File: src/rtl/npu_mac_pkg.sv
// Shared types and constants for the MAC array drain path.
package npu_mac_pkg;

    localparam int unsigned BF16_W = 16;

    localparam logic [BF16_W-1:0] BF16_ZERO = 16'h0000;

    // Collector control states.
    typedef enum logic [1:0] {
        IDLE    = 2'd0,
        WAIT    = 2'd1,
        CAPTURE = 2'd2
    } collect_state_e;

    // Clamp any value with the sign bit set (including -0 and negative NaN) to +0.
    function automatic logic [BF16_W-1:0] bf16_relu(input logic [BF16_W-1:0] x);
        return x[BF16_W-1] ? BF16_ZERO : x;
    endfunction

endpackage

File: src/rtl/mac_result_fifo.sv
// Synchronous DEPTH x BF16 FIFO with a registered head entry.
// Pointers carry one extra wrap bit; full when the index bits match and the wrap bits differ.
module mac_result_fifo
    import npu_mac_pkg::*;
#(
    parameter int unsigned DEPTH = 8
) (
    input  logic              clk,
    input  logic              rst_n,
    input  logic              push,
    input  logic [BF16_W-1:0] push_data,
    input  logic              pop,
    output logic              full_c,
    output logic              empty_c,
    output logic [BF16_W-1:0] head_data,
    output logic              head_valid
);

    localparam int unsigned AW = $clog2(DEPTH);
    localparam int unsigned PW = AW + 1;

    logic [BF16_W-1:0] mem [DEPTH];
    logic [PW-1:0]     wr_ptr;
    logic [PW-1:0]     rd_ptr;
    logic [PW-1:0]     wr_ptr_n;
    logic [PW-1:0]     rd_ptr_n;
    logic [BF16_W-1:0] head_data_n;
    logic              head_valid_n;
    logic              push_ok;
    logic              pop_ok;

    assign empty_c = (wr_ptr == rd_ptr);
    assign full_c  = (wr_ptr[AW-1:0] == rd_ptr[AW-1:0]) && (wr_ptr[AW] != rd_ptr[AW]);

    // A push into a full FIFO is only legal when the head leaves on the same edge.
    assign pop_ok  = pop && !empty_c;
    assign push_ok = push && (!full_c || pop_ok);

    // Next pointers and the entry that will sit at the head after this edge.
    always_comb begin
        wr_ptr_n     = push_ok ? wr_ptr + PW'(1) : wr_ptr;
        rd_ptr_n     = pop_ok  ? rd_ptr + PW'(1) : rd_ptr;
        head_valid_n = (wr_ptr_n != rd_ptr_n);
        head_data_n  = head_data;
        if (head_valid_n) begin
            // The slot being written becomes the head only when the FIFO drains to it.
            if (push_ok && (wr_ptr[AW-1:0] == rd_ptr_n[AW-1:0])) begin
                head_data_n = push_data;
            end else begin
                head_data_n = mem[rd_ptr_n[AW-1:0]];
            end
        end
    end

    // Storage array; contents are don't-care until written.
    always_ff @(posedge clk) begin
        if (push_ok) begin
            mem[wr_ptr[AW-1:0]] <= push_data;
        end
    end

    // Pointer and head registers.
    always_ff @(posedge clk or negedge rst_n) begin
        if (!rst_n) begin
            wr_ptr     <= '0;
            rd_ptr     <= '0;
            head_data  <= BF16_ZERO;
            head_valid <= 1'b0;
        end else begin
            wr_ptr     <= wr_ptr_n;
            rd_ptr     <= rd_ptr_n;
            head_data  <= head_data_n;
            head_valid <= head_valid_n;
        end
    end

endmodule

File: src/rtl/mac_result_collector.sv
// Time-driven capture of BF16 partial sums from the last cell of a MAC column.
// After start, waits acc_len + PIPE_LAT cycles, then pushes num_results consecutive
// c_in samples into a small FIFO drained over a valid/ready stream.
// Optional: define MAC_COLLECT_RELU_EN to zero negative results on the output path.
module mac_result_collector
    import npu_mac_pkg::*;
#(
    parameter int unsigned PIPE_LAT = 3,
    parameter int unsigned DEPTH    = 8,
    parameter int unsigned CW       = 4
) (
    input  logic              clk,
    input  logic              rst_n,
    input  logic              start,
    input  logic [7:0]        acc_len,
    input  logic [CW-1:0]     num_results,
    input  logic [BF16_W-1:0] c_in,
    output logic [BF16_W-1:0] out_data,
    output logic              out_valid,
    input  logic              out_ready,
    output logic              busy,
    output logic              done,
    output logic              overflow
);

    localparam int unsigned WCW = 9;

    collect_state_e    state;
    collect_state_e    state_n;
    logic [WCW-1:0]    wait_cnt;
    logic [WCW-1:0]    wait_cnt_n;
    logic [CW-1:0]     cap_cnt;
    logic [CW-1:0]     cap_cnt_n;
    logic              done_n;
    logic              overflow_n;
    logic              push_c;
    logic              pop_c;
    logic              drop_c;
    logic              fifo_full_c;
    logic              fifo_empty_c;
    logic [BF16_W-1:0] head_data;

    assign pop_c  = out_ready && !fifo_empty_c;
    assign drop_c = push_c && fifo_full_c && !pop_c;

    // Next-state, counter and flag logic.
    // WAIT hands over to CAPTURE one edge early so the first push lands exactly
    // acc_len + PIPE_LAT edges after the accepting edge.
    always_comb begin
        state_n    = state;
        wait_cnt_n = wait_cnt;
        cap_cnt_n  = cap_cnt;
        done_n     = 1'b0;
        overflow_n = overflow;
        push_c     = 1'b0;
        case (state)
            IDLE: begin
                if (start) begin
                    state_n    = WAIT;
                    wait_cnt_n = WCW'(acc_len) + WCW'(PIPE_LAT - 1);
                    cap_cnt_n  = num_results;
                    overflow_n = 1'b0;
                end
            end
            WAIT: begin
                wait_cnt_n = (wait_cnt == '0) ? '0 : wait_cnt - WCW'(1);
                if (wait_cnt <= WCW'(1)) begin
                    if (cap_cnt == '0) begin
                        state_n = IDLE;
                        done_n  = 1'b1;
                    end else begin
                        state_n = CAPTURE;
                    end
                end
            end
            CAPTURE: begin
                push_c    = 1'b1;
                cap_cnt_n = cap_cnt - CW'(1);
                if (cap_cnt == CW'(1)) begin
                    state_n = IDLE;
                    done_n  = 1'b1;
                end
            end
            default: begin
                state_n = IDLE;
            end
        endcase
        if (drop_c) begin
            overflow_n = 1'b1;
        end
    end

    // State, counters and registered status outputs.
    always_ff @(posedge clk or negedge rst_n) begin
        if (!rst_n) begin
            state    <= IDLE;
            wait_cnt <= '0;
            cap_cnt  <= '0;
            busy     <= 1'b0;
            done     <= 1'b0;
            overflow <= 1'b0;
        end else begin
            state    <= state_n;
            wait_cnt <= wait_cnt_n;
            cap_cnt  <= cap_cnt_n;
            busy     <= (state_n != IDLE);
            done     <= done_n;
            overflow <= overflow_n;
        end
    end

    mac_result_fifo #(
        .DEPTH (DEPTH)
    ) u_fifo (
        .clk        (clk),
        .rst_n      (rst_n),
        .push       (push_c),
        .push_data  (c_in),
        .pop        (pop_c),
        .full_c     (fifo_full_c),
        .empty_c    (fifo_empty_c),
        .head_data  (head_data),
        .head_valid (out_valid)
    );

    // Output path; stored entries are always raw.
`ifdef MAC_COLLECT_RELU_EN
    assign out_data = bf16_relu(head_data);
`else
    assign out_data = head_data;
`endif

endmodule

File: config.mk
export PLATFORM = sky130hd
export DESIGN_NAME = mac_result_collector
export DESIGN_NICKNAME = d
export VERILOG_FILES = /design/src/rtl/npu_mac_pkg.sv /design/src/rtl/mac_result_fifo.sv /design/src/rtl/mac_result_collector.sv
export SDC_FILE = /design/constraint.sdc
export NUM_CORES = 1
export LEC_CHECK = 0
export CAP_MARGIN = 30
export CORE_ASPECT_RATIO = 0.9
export CORE_MARGIN = 2
export CORE_UTILIZATION = 50
export CTS_CLUSTER_DIAMETER = 120
export CTS_CLUSTER_SIZE = 20
export DETAILED_ROUTE_END_ITERATION = 10
export PLACE_DENSITY = 0.66
export SETUP_SLACK_MARGIN = 0.15
export SYNTH_ARGS = -nofsm -noshare
export SYNTH_HDL_FRONTEND = slang
export SYNTH_SLANG_ARGS = --single-unit
File: constraint.sdc
create_clock -name clk -period 6.8 [get_ports clk]
set_input_delay 0.68 -clock clk [delete_from_list [all_inputs] [get_ports clk]]
set_output_delay 0.68 -clock clk [all_outputs]
set_load 0.02 [all_outputs]
==> results of run 1 <==
==> path summary, 6_finish.rpt <==
check / startpoint / endpoint / cells past startpoint
setup / recovery: u_fifo.rd_ptr[0] / u_fifo.head_data[3] / 11
hold / removal: rst_n / overflow / 1
setup reg to reg: u_fifo.rd_ptr[0] / u_fifo.head_data[3] / 11
hold reg to reg: u_fifo.head_data[4] / u_fifo.head_data[4] / 1
max in group asynchronous: rst_n / u_fifo.rd_ptr[1] / 2
min in group clk: u_fifo.head_data[4] / u_fifo.head_data[4] / 1
==> registers in the layout, summed over array words and instances (netlist names) <==
signal	cells
u_fifo.mem	128
u_fifo.head_data	16
wait_cnt	9
cap_cnt	4
u_fifo.rd_ptr	4
u_fifo.wr_ptr	4
state	2
busy	1
done	1
overflow	1
u_fifo.head_valid	1
==> layout make-up <==
class	instances	share of cell area, %
sequential	171	47.6
multi-input combinational	504	36.6
timing repair buffer	72	6.90
clock buffer	21	4.26
tap	240	2.90
clock inverter	11	1.08
inverter	17	0.617
==> cell families after synthesis <==
family	after synthesis	share of synthesized area, %
AOI/OAI and AO/OA	240	19.1
muxes	83	9.53
and+or+nand+nor	150	8.93
buffers and inverters	80	3.64
DFF	171	54.9
adders and majority gates	13	1.81
xor gates and xnor gates	18	2.09
==> placed cells by master, fill, tap and decap left out, drive strengths merged, types with 3 or more instances in the layout <==
| cell type | instances |
|---|---|
| edfxtp | 128 |
| a211oi | 96 |
| mux2i | 64 |
| nor2b | 62 |
| clkdlybuf4s50 | 50 |
| a21oi | 47 |
| dfrtp | 43 |
| nand2 | 31 |
| a221oi | 28 |
| buf | 22 |
| clkbuf | 21 |
| inv | 20 |
| nor2 | 19 |
| mux2 | 19 |
| o21ai | 17 |
| o31ai | 15 |
| ha | 13 |
| nor3 | 10 |
| nand3 | 9 |
| xor2 | 9 |
| xnor2 | 8 |
| a22o | 7 |
| o22ai | 7 |
| clkinv | 5 |
| or3 | 3 |
| o311ai | 3 |
| nand2b | 3 |
| nor4 | 3 |
| nand4 | 3 |
==> power groups by stage <==
stage	logic (W)	clock network [W]	registers, W
final	0.00230	0.000911	0.00143
after global routing	0.00252	0.000979	0.00144
after CTS	0.00229	0.000931	0.00142
after detailed placement	0.00228	0	0.00144
after global placement	0.00214	0	0.00144
after floorplan	0.00166	0	0.00145
==> stage by stage <==
stage,utilization (%),area (um2)
global placement,55.1,9710
floorplan,-,8970
finish,58.7,10300
detailed placement,55.6,9790
CTS,58.7,10300
global route,58.7,10300
==> per-layer routing <==
metal / wire (um) / up-vias / track usage, %
met3: 764 / 27 / 4.88
met4: 369 / 0 / 9.34
li1: - / 3005 / -
met5: 0 / - / 0
met1: 9280 / 3161 / 27.5
met2: 10100 / 143 / 38.0
==> worst max-delay path, delay by kind of cell, from the launching register on <==
| kind | cells | cell delay, ps |
|---|---|---|
| AOI/OAI and AO/OA | 1 | 370 |
| xor gates and xnor gates | 2 | 450 |
| buffers and inverters | 4 | 1250 |
| DFF | 1 | 320 |
| muxes | 1 | 580 |
| and+or+nand+nor | 3 | 1070 |
==> qor.yml, run 1 <==
p_int_w: 0.00274
die_h_um: 131
synth_area_leaders: "edfxtp_1 (43%), dfrtp_1 (12%), a211oi_1 (8.0%), mux2i_1 (7.1%), nor2b_1 (4.3%)"
cts_buffers: 17
rrSetupSlack_ps: 2620
setup_slack_ps: 2620
cts_tree: "yes"
post_synth.cell_area_avg_um2: 11.9
vias: 6336
clkPwrFrac_pct: 19.7
swShare_pct: 41.0
start_util_pct: 50.9
worst_path_most_repeated_cell: "buf_4"
timing.hold.ws_ps: 121
clockBufferDepth: 2
critPathMaxStageDelay_ps: 670
overflow: 0
pre_cts_ws_ps: 2570
antennaDiodeCount: 0
finalNetCount: 828
setup_viol_count_final: 0
clk_latency_ps: 440
ioPinCount: 52
synth_cells: 755
maxCapViolCount: 0
coreArea_um2: 17600
die-area_um2: 19000
cts_resized: 0
netlist.area_leader.share_pct: 42.9
leakage_nw: 3.56
synth_seq_cells: 171
postCtsSetupBuffers: 0
worst_slew_pin_slew_ps: 1010
dp_hpwl_mm: 12.5
yosysSeqAreaShare_pct: 54.9
finalCritPeriodShare_pct: 61.5
drive_gt1_share_pct: 9.92
grt_max_degree: 81
ys_warn_count: 0
grt.total_usage_pct: 22.1
cp-end-kind: "register"
ys_types: 57
drt_iter0_drc: 504
multi_input_area_um2: 3790
p_comb_share_pct: 49.6
place_congestion: 0.864
period_minus_slack_ps: 4180
h-tree-depth: 4
path_class: "register to register"
grt_pass1_vias: 6341
antenna_found_initial: 0
finalNonFillerCells: 1036
regArea_um2: 4920
hp-class: "primary input to asynchronous set/reset pin"
seq_power_share_pct: 30.7
synth_area_um2: 8970
synthArstFlopShare_pct: 25.1
fin_setup_tns_ps: 0
cts_sinks: 171
status: "complete, no violations"
synth_ff_type: "edfxtp_1"
post_drt_wl_per_cell_um: 19.8
dp_cells: 1003
slowest_stage: "nand4_2"
antenna_left: 0
syn_nets: 800
fmaxAchievable_ghz: 0.239
grt_pass1_wl_mm: 32.5
placementRows: 46
yosys-top-cells-count: "edfxtp_1 (128), a211oi_1 (96), mux2i_1 (64), nor2b_1 (62), a21oi_1 (47)"
vdd.ir_drop.worst_mv: 0.219
wl_mm: 20.6
fillers: 1408
cp.arrival_ps: 4480
p_sw_w: 0.00190
synth_edf_count: 128
die_x_um: 145
cts_root_buf: "clkbuf_16"
viasPerCell: 6.12
critPathRequiredTime_ps: 7100
worstPathCellList: "buf_4 > xor2_1 > o41ai_4 > buf_4 > or3_1 > buf_4 > and2_1 > inv_2 > xnor2_1 > nand4_2 > mux2_1"
hold_viol_final: 0
finalMaxSlewViolations: 0
power_density_nw_per_um2: 448
relSlewSlack_pct: 32.1
ctsHoldBuffers: 0
finalClockSkew_ps: 19.2
area_growth_pct: 15.3
port-buffer-count: 51
dr.pass1.iters: 5
finalPower_w: 0.00464
cp_max_fo: 50
yosysTopAreaCell: "edfxtp_1"
cp-start-kind: "register"
cts.clk_slew.worst_paths_ps: 60
drc_errors: 0
yosysMostFrequentCell: "edfxtp_1"
rsz0062_at_grt: "no"
(Power assumes the default switching activity.)
==> run 2: changes to the inputs <==
Settings changed: PLACE_DENSITY 0.66 to 0.68.
Clock period 6.8 ns to 3.8 ns, I/O delays scaled along.
==> run 2 against run 1 <==
Effect of this change: cell count up 0.29%; register-to-register slack worse by 2300 ps; critical endpoint is now u_fifo.head_data[4]; core utilization up 0.21 points; setup slack worse by 2300 ps.
==> qor.yml, run 2 (synthesis results as in run 1) <==
status: "complete, no violations"
viasPerCell: 6.26
ioPinCount: 52
hp-class: "primary input to asynchronous set/reset pin"
cp_max_fo: 17
grt_pass1_wl_mm: 34.3
utilization_pct: 58.9
clk_latency_ps: 440
grt_max_degree: 126
finalNetCount: 831
critPathRequiredTime_ps: 4110
final_common_cell: "edfxtp_1"
dp_hpwl_mm: 12.9
antenna_left: 0
worst_slew_pin_slew_ps: 980
cp-start-kind: "register"
slowest_stage: "dfrtp_1"
drive_gt1_share_pct: 10.6
cts_buffers: 17
period_minus_slack_ps: 3450
setup_slack_ps: 345
cts_root_buf: "clkbuf_16"
vdd.ir_drop.worst_mv: 0.383
wl_met1_mm: 9.13
place_congestion: 0.817
seq_power_share_pct: 30.3
area_growth_pct: 15.7
routed-wl-met3_mm: 1.33
placementRows: 46
p_comb_share_pct: 48.7
coreArea_um2: 17600
swShare_pct: 41.3
finalCritPeriodShare_pct: 90.9
layout_common_cells: "edfxtp_1 (128), a211oi_1 (96), mux2i_1 (63), nor2b_1 (62), clkdlybuf4s50_1 (50)"
cp_num_buf_inv: 2
grt.total_usage_pct: 23.5
finalClockSkew_ps: 10.7
overflow: 0
relSlewSlack_pct: 34.0
finalMaxSlewViolations: 0
antennaDiodeCount: 0
post_drt_wl_per_cell_um: 20.9
vias: 6506
hold_viol_final: 0
fin_setup_tns_ps: 0
power_density_nw_per_um2: 814
pre_cts_ws_ps: 390
die_h_um: 131
grt_pass1_vias: 6678
path_class: "register to register"
h-tree-depth: 4
p_sw_w: 0.00349
fmaxAchievable_ghz: 0.289
drc_errors: 0
cp-end-kind: "register"
cts_tree: "yes"
clkPwrFrac_pct: 21.0
cts.clk_slew.worst_paths_ps: 70
antenna_found_initial: 0
largest_reg_flops: 128
cts_resized: 0
rsz0062_at_grt: "no"
dr.pass1.iters: 7
start_util_pct: 50.9
top_layer: "met4"
port-buffer-count: 51
worstPathCellList: "xor2_1 > o41ai_4 > or3_1 > and2_1 > inv_2 > xnor2_1 > nand4_2 > buf_4 > mux2_1"
die_x_um: 145
drt_iter0_drc: 463
leakage_nw: 3.58
finalPower_w: 0.00845
die-area_um2: 19000
postCtsSetupBuffers: 0
critPathMaxStageDelay_ps: 660
cpLargestDelayFamily: "simple AND/OR/NAND/NOR gates"
cts_sinks: 171
clockBufferDepth: 2
wl_mm: 21.7
wl_met2_mm: 10.7
setup_viol_count_final: 0
cp.arrival_ps: 3770
maxCapViolCount: 0
p_int_w: 0.00496
ctsHoldBuffers: 0
[run 2: final cells by class]
type | instances | area (um2)
Multi-Input combinational cell | 504 | 3790
Inverter | 17 | 63.8
Clock inverter | 14 | 174
Timing Repair Buffer | 75 | 698
Sequential cell | 171 | 4920
Tap cell | 240 | 300
Fill cell | 1450 | 7230
Clock buffer | 18 | 429
[run 2: metal layers]
metal	track usage, %	vias to the layer above
met5	0	-
met4	8.48	0
met3	5.47	46
met2	41.2	218
met1	29.1	3228
li1	-	3014
[run 2: through the flow]
stage / cell area [um2] / instances / hold slack (ps)
after floorplan: 8970 / 755 / 84.4
after global placement: 9780 / 1007 / 476
after global routing: 10400 / 1039 / 99.8
after CTS: 10400 / 1039 / 58.0
final: 10400 / 1039 / 35.5
after detailed placement: 9780 / 1007 / 485
[run 2: path summary, 6_finish.rpt]
kind | start | end | slack, ps | depth (start not counted)
max in group asynchronous | rst_n | u_fifo.rd_ptr[1] | 3020 | 2
setup reg to reg | u_fifo.wr_ptr[1] | u_fifo.head_data[4] | 350 | 9
min in group clk | overflow | overflow | 490 | 1
setup / recovery | u_fifo.wr_ptr[1] | u_fifo.head_data[4] | 350 | 9
hold reg to reg | overflow | overflow | 490 | 1
hold / removal | rst_n | u_fifo.head_valid | 40 | 1
[run 2: power groups by stage]
stage | sequential (W) | combinational [W] | clock [W]
2_1_floorplan | 0.00260 | 0.00297 | 0
3_3_place_gp | 0.00258 | 0.00390 | 0
3_5_place_dp | 0.00259 | 0.00409 | 0
4_1_cts | 0.00255 | 0.00412 | 0.00180
5_1_grt | 0.00259 | 0.00453 | 0.00187
6_report | 0.00256 | 0.00412 | 0.00177
